**src/rtl/ram_capture_ctrl.sv**
```systemverilog
// Capture-to-RAM write controller for the FFT sample buffer: arms on start, then
// writes DEPTH decimated samples from address 0. Threshold trigger built only with RAM_CAP_TRIG_EN.
module ram_capture_ctrl #(
    parameter int DATA_W = 16,
    parameter int ADDR_W = 12,
    parameter int DEPTH  = 4096,
    parameter int DEC_W  = 8
) (
    input  logic              clk,
    input  logic              rst,
    input  logic              start,
    input  logic              abort,
    input  logic              din_valid,
    input  logic [DATA_W-1:0] din,
    input  logic [DEC_W-1:0]  decim,
    input  logic              trig_mode,
    input  logic [DATA_W-1:0] trig_level,
    output logic              wr_en,
    output logic [ADDR_W-1:0] wr_addr,
    output logic [DATA_W-1:0] wr_data,
    output logic              busy,
    output logic              wr_done
);

    typedef enum logic [1:0] {IDLE, ARMED, CAPTURE, DONE} state_t;

    localparam logic [ADDR_W-1:0] LAST_ADDR = ADDR_W'(DEPTH - 1);

    state_t             state_q, state_d;
    logic [ADDR_W-1:0]  addr_q, addr_d;
    logic [DEC_W-1:0]   dec_cnt_q, dec_cnt_d;
    logic [DEC_W-1:0]   decim_q, decim_d;
    logic               wr_en_q, wr_en_d;
    logic [ADDR_W-1:0]  wr_addr_q, wr_addr_d;
    logic [DATA_W-1:0]  wr_data_q, wr_data_d;
    logic               busy_q, busy_d;
    logic               wr_done_q, wr_done_d;
    logic [DEC_W-1:0]   dec_max, dec_next;

`ifdef RAM_CAP_TRIG_EN
    logic               trig_mode_q, trig_mode_d;
    logic [DATA_W-1:0]  trig_level_q, trig_level_d;
    logic [DATA_W-1:0]  prev_q, prev_d;
    logic               prev_vld_q, prev_vld_d;
`else
    logic unused_trig;
    assign unused_trig = ^{trig_mode, trig_level};
`endif

    // A latched decim of 0 behaves as 1 (keep every sample).
    assign dec_max  = (decim_q == '0) ? DEC_W'(1) : decim_q;
    assign dec_next = (dec_cnt_q == dec_max - 1'b1) ? '0 : dec_cnt_q + 1'b1;

    always_comb begin
        state_d   = state_q;
        addr_d    = addr_q;
        dec_cnt_d = dec_cnt_q;
        decim_d   = decim_q;
        wr_en_d   = 1'b0;
        wr_addr_d = wr_addr_q;
        wr_data_d = wr_data_q;
        wr_done_d = wr_done_q;
`ifdef RAM_CAP_TRIG_EN
        trig_mode_d  = trig_mode_q;
        trig_level_d = trig_level_q;
        prev_d       = prev_q;
        prev_vld_d   = prev_vld_q;
`endif
        case (state_q)
            IDLE, DONE: begin
                // abort in the same cycle cancels the arm request
                if (start && !abort) begin
                    wr_done_d = 1'b0;
                    addr_d    = '0;
                    wr_addr_d = '0;
                    dec_cnt_d = '0;
                    decim_d   = decim;
`ifdef RAM_CAP_TRIG_EN
                    trig_mode_d  = trig_mode;
                    trig_level_d = trig_level;
                    prev_vld_d   = 1'b0;
                    state_d      = trig_mode ? ARMED : CAPTURE;
`else
                    state_d = CAPTURE;
`endif
                end
            end
`ifdef RAM_CAP_TRIG_EN
            ARMED: begin
                if (abort) begin
                    state_d = IDLE;
                end else if (din_valid) begin
                    if (prev_vld_q && (prev_q < trig_level_q) && (din >= trig_level_q)) begin
                        // trigger sample is the first write; decimation restarts here
                        wr_en_d   = 1'b1;
                        wr_addr_d = addr_q;
                        wr_data_d = din;
                        addr_d    = addr_q + 1'b1;
                        dec_cnt_d = dec_next;
                        state_d   = CAPTURE;
                    end else begin
                        prev_d     = din;
                        prev_vld_d = 1'b1;
                    end
                end
            end
`endif
            CAPTURE: begin
                if (abort) begin
                    state_d = IDLE;
                end else if (din_valid) begin
                    dec_cnt_d = dec_next;
                    if (dec_cnt_q == '0) begin
                        wr_en_d   = 1'b1;
                        wr_addr_d = addr_q;
                        wr_data_d = din;
                        if (addr_q == LAST_ADDR) begin
                            state_d   = DONE;
                            wr_done_d = 1'b1;
                        end else begin
                            addr_d = addr_q + 1'b1;
                        end
                    end
                end
            end
            default: state_d = IDLE;
        endcase
        busy_d = (state_d == ARMED) || (state_d == CAPTURE);
    end

    always_ff @(posedge clk or posedge rst) begin
        if (rst) begin
            state_q   <= IDLE;
            addr_q    <= '0;
            dec_cnt_q <= '0;
            decim_q   <= '0;
            wr_en_q   <= 1'b0;
            wr_addr_q <= '0;
            wr_data_q <= '0;
            busy_q    <= 1'b0;
            wr_done_q <= 1'b0;
`ifdef RAM_CAP_TRIG_EN
            trig_mode_q  <= 1'b0;
            trig_level_q <= '0;
            prev_q       <= '0;
            prev_vld_q   <= 1'b0;
`endif
        end else begin
            state_q   <= state_d;
            addr_q    <= addr_d;
            dec_cnt_q <= dec_cnt_d;
            decim_q   <= decim_d;
            wr_en_q   <= wr_en_d;
            wr_addr_q <= wr_addr_d;
            wr_data_q <= wr_data_d;
            busy_q    <= busy_d;
            wr_done_q <= wr_done_d;
`ifdef RAM_CAP_TRIG_EN
            trig_mode_q  <= trig_mode_d;
            trig_level_q <= trig_level_d;
            prev_q       <= prev_d;
            prev_vld_q   <= prev_vld_d;
`endif
        end
    end

    assign wr_en   = wr_en_q;
    assign wr_addr = wr_addr_q;
    assign wr_data = wr_data_q;
    assign busy    = busy_q;
    assign wr_done = wr_done_q;

endmodule

```
**config.mk**
```make
export PLATFORM = sky130hd
export DESIGN_NAME = ram_capture_ctrl
export DESIGN_NICKNAME = d
export VERILOG_FILES = /design/src/rtl/ram_capture_ctrl.sv
export SDC_FILE = /design/constraint.sdc
export NUM_CORES = 1
export LEC_CHECK = 0
export CORE_ASPECT_RATIO = 1.1
export CORE_MARGIN = 4
export CORE_UTILIZATION = 41
export DETAILED_ROUTE_END_ITERATION = 10
export DONT_BUFFER_PORTS = 1
export GPL_TIMING_DRIVEN = 0
export SYNTH_ARGS = -nofsm -noshare
export SYNTH_HDL_FRONTEND = slang
export SYNTH_SLANG_ARGS = --single-unit
```
**constraint.sdc**
```tcl
create_clock -name clk -period 3.4 [get_ports clk]
set_input_delay 0.17 -clock clk [delete_from_list [all_inputs] [get_ports clk]]
set_output_delay 0.17 -clock clk [all_outputs]
set_load 0.05 [all_outputs]
```
==> summary by stage <==
Run status
The flow ran to the end, and the final reports show no timing, DRC or antenna violations.

Placement
The global placer's final weighted congestion is approximately 0.80. The final HPWL from detailed placement is about 4.7 mm. The count of buffers inserted at the top-level ports is 0. The placement-stage worst setup slack is 0.716 ns. The cell area reported after detailed placement is approximately 0.0032 mm².

Floorplanning
The floorplan die area is 0.00894 mm². The floorplan step defined a core boundary enclosing ~0.0072 mm². For this configuration, the core starts out at a cell density of 0.429. The die is 90.5 µm wide. The y dimension of the die is ~99 µm. The row count is 32. Pin placement for this block handled 77 I/O pins.

STA
The total count of max-transition violations in the final report is 0. Across all hold checks on the routed design, the worst slack comes to 0.114 ns. The actual slew at the worst max-slew pin is around 0.61 ns.

Clock skew on the completed layout was measured at 0.00896 ns. The worst slew slack as a fraction of its limit is 0.590. Once routing completed, OpenROAD measured the worst setup slack at 0.698 ns. The final setup violation count is 0. Summed over all failing endpoints, the final setup total negative slack is 0 ns. The share of the cycle needed by the critical path after routing is 0.795. Derived from the worst setup path, the maximum achievable clock frequency is 0.370 GHz.

Setup repair after global routing left no endpoint under its margin. The worst path needs 2.70 ns of the cycle, external delays included. The count of endpoints failing hold in the final timing report is 0.

Yosys
The average footprint of a synthesized cell is between 9 and 10 µm². The commonest register cell after synthesis is sky130_fd_sc_hd__dfrtp_1. The synthesized flop and latch total is 61. The number of enable-type register cells in the synthesized netlist is 0. The distinct cell type count of the synthesized netlist is between 50 and 60. The synthesized netlist net count is approximately 360. The sequential area share after synthesis is 0.497. The fraction of synthesis flops using an asynchronous set or reset pin is 1.00. The Yosys step of the flow raised 0 warnings. The mapped cell area is 0.00307 mm². In the synthesized netlist, the number of instances is 310.

Routing
After detailed routing, the wire length on met1 is 3.04 mm. In the routed design, unresolved DRC markers number 0. The via count is 2398. The met2 wirelength from detailed routing is about 3.2 mm. The first-pass detailed-route iteration total is 4. The topmost layer with routed signal wires is met4. After detailed routing, the average wire length per cell comes to 15.4 µm. The met3 wirelength from detailed routing is about 380 µm. The total routed wirelength is 6.75 mm. The ratio of routed vias to standard cells is 5.49. The number of DRC markers after the initial detailed-route iteration is 95.

The post-route antenna net violation count is 0.

Critical path
On the worst path, the slowest cell contributes a delay of around 0.45 ns. The buffering stage count on the worst path with inverters included is 2. Tracing the worst setup path back leads to its startpoint at dec_cnt_q[0]. The endpoint kind of the worst setup timing path is a flip-flop. The signal on the critical path passes through inv_1, ha_1, or4b_1, nor4_2, o2bb2ai_2, nand3_2, clkbuf_1, o31ai_1, a21oi_1. Grouping stages by cell kind, the critical path spends the most delay in simple AND/OR/NAND/NOR gates.

The worst-path maximum fanout is 10. STA classifies the critical path startpoint as a flip-flop. STA puts the critical path data required time at 3.60 ns.

The critical path is of the flip-flop to flip-flop type. The startpoint identified for the worst register-to-register timing path is dec_cnt_q[0]. The worst endpoint data arrival time is 2.90 ns. The cell with the largest stage delay on the worst path is sky130_fd_sc_hd__or4b_1.

Clock network
The clock tree from TritonCTS is done. The post-CTS resize count is 0. In this run, CTS created clock tree buffers numbering 9.

At the later pin of the worst-skew pair, clock insertion delay measures 0.34 ns. In this run the deepest clock path goes through 2 buffers. The H-tree was split into 3 levels. After clock tree synthesis, the clock-pin slew on the worst setup and hold paths is 0.07 ns. Once the clock tree was built, the setup fixing pass inserted 0 buffers. The number of sinks driven by the clock tree is 61.

The clock root buffer is sky130_fd_sc_hd__clkbuf_8.

Hold path
The worst hold path class is input port to flip-flop. The worst hold path begins at start.

Global route
Global routing finished with a remaining overflow of 0. The initial antenna violation count is 0. The maximum number of pins on one net before global-route repair is 34. The first global-routing pass estimated 11.5 mm of wire. For this run, the total global-route usage over all layers was measured as 0.160.

The number of global-route vias before repair is 2339.

Layout
The layout cell share with drive strength beyond 1 is 0.0938. The final layout contains around 400 nets. The number of fill cells is 677. 0 antenna diodes ended up in the layout. The multi-input combinational cells in the finished layout cover a total of 0.00141 mm². Registers take 0.00153 mm². Once layout is done, the placed cells without fillers occupy 0.00365 mm². Relative to the synthesized area, the layout overhead comes to 18.9%.

Power and ir drop
The total leakage power is between 0.0015 and 0.002 µW. The power density over the cells is 835 mW/mm². The maximum ir drop on the vdd rail is slightly above 0.5 mV.

Job
The max-capacitance violation count is 0.
-- repair_timing --
action,in CTS,in global routing
setup endpoints to repair,0,0
hold buffers,25,0
endpoints found under the hold margin,52,0
-- final timing paths --
check / endpoint / slack (ns) / cells after the start
max: addr_q[11] / 0.70 / 9
min: addr_q[6] / 0.11 / 3
max in group asynchronous: decim_q[3] / 2.44 / 3
max reg2reg: addr_q[11] / 0.70 / 9
min reg2reg: dec_cnt_q[0] / 0.54 / 1
min in group asynchronous: wr_data[8] / 0.36 / 2
-- per-layer routing --
layer | global-route usage | vias to the layer above
li1 | - | 1180
met5 | 0 | -
met4 | 0.0565 | 0
met2 | 0.255 | 50
met1 | 0.203 | 1160
met3 | 0.0527 | 8
-- synth_stat cells, types with 3 or more instances --
| library cell | n | share of area |
|---|---|---|
| sky130_fd_sc_hd__inv_1 | 14 | 0.017 |
| sky130_fd_sc_hd__mux2_1 | 8 | 0.029 |
| sky130_fd_sc_hd__o22ai_1 | 5 | 0.010 |
| sky130_fd_sc_hd__ha_1 | 6 | 0.024 |
| sky130_fd_sc_hd__nand4_1 | 4 | 0.0081 |
| sky130_fd_sc_hd__or4_1 | 5 | 0.012 |
| sky130_fd_sc_hd__clkbuf_1 | 9 | 0.011 |
| sky130_fd_sc_hd__or3_1 | 6 | 0.012 |
| sky130_fd_sc_hd__nand3_1 | 6 | 0.0098 |
| sky130_fd_sc_hd__a21o_1 | 4 | 0.0098 |
| sky130_fd_sc_hd__buf_2 | 3 | 0.0049 |
| sky130_fd_sc_hd__xnor2_1 | 6 | 0.017 |
| sky130_fd_sc_hd__nand2b_1 | 5 | 0.010 |
| sky130_fd_sc_hd__o21ai_1 | 9 | 0.015 |
| sky130_fd_sc_hd__nor3_1 | 5 | 0.0081 |
| sky130_fd_sc_hd__a31oi_1 | 4 | 0.0081 |
| sky130_fd_sc_hd__a22o_1 | 15 | 0.043 |
| sky130_fd_sc_hd__nor2_1 | 8 | 0.0098 |
| sky130_fd_sc_hd__and3_1 | 7 | 0.014 |
| sky130_fd_sc_hd__nand2_1 | 66 | 0.081 |
| sky130_fd_sc_hd__o31ai_1 | 4 | 0.0098 |
| sky130_fd_sc_hd__dfrtp_1 | 61 | 0.50 |
| sky130_fd_sc_hd__a21oi_1 | 14 | 0.023 |
-- cell usage in the layout (no fill, tap or decap), drive strengths merged, types with 4 or more instances in the layout --
cell	n
o22ai	5
nand3	7
buf	6
inv	16
a22o	15
nor2	8
mux2	9
nor3	5
nand2	67
dlygate4sd3	25
or3	7
clkbuf	22
ha	6
a21oi	14
o21ai	10
nand4	4
a21o	4
o31ai	4
xnor2	6
a31oi	4
or4	5
and3	7
dfrtp	61
nand2b	5
-- sequential cells by signal, summed over array words and instances, names as in the netlist --
register,count
wr_en,1
addr_q,12
wr_done,1
dec_cnt_q,8
wr_data,16
busy,1
decim_q,8
state_q,2
wr_addr,12
-- stage by stage --
step,std cells,utilization,total power [µW]
floorplan,310,-,2170
global placement,395,0.443,2360
detailed placement,396,0.446,2390
CTS,437,0.509,3080
global route,437,0.509,3250
finish,437,0.509,3050
-- logic make-up (layout without fill, tap and decap cells) --
kind of cell	count (synthesis)	after routing	share of synthesized area
AOI/OAI and AO/OA	67	67	0.166
xor gates and xnor gates	8	8	0.0228
adders and majority gates	6	6	0.0244
buffers and inverters	30	72	0.0428
DFF	61	61	0.497
muxes	9	9	0.0330
and+or+nand+nor	129	129	0.214
-- final cells by class --
cell class	count	share of cell area
sequential	61	0.418
multi-input combinational	219	0.387
timing repair buffer	26	0.0740
clock buffer	13	0.0435
tap	85	0.0291
buffer	14	0.0195
inverter	16	0.0164
clock inverter	3	0.0120
-- report_power, final --
part           internal [µW]  switching, µW  total [µW]
Sequential               905            553        1460
Clock                    379            283         663
Combinational            382            546         927
-- tightest hold or removal path, cell delays in order --
cell	delay [ns]
sky130_fd_sc_hd__nand3b_1	0.08
sky130_fd_sc_hd__nor2_1	0.06
sky130_fd_sc_hd__a21oi_1	0.11
Power figures use the tool's default switching activity.
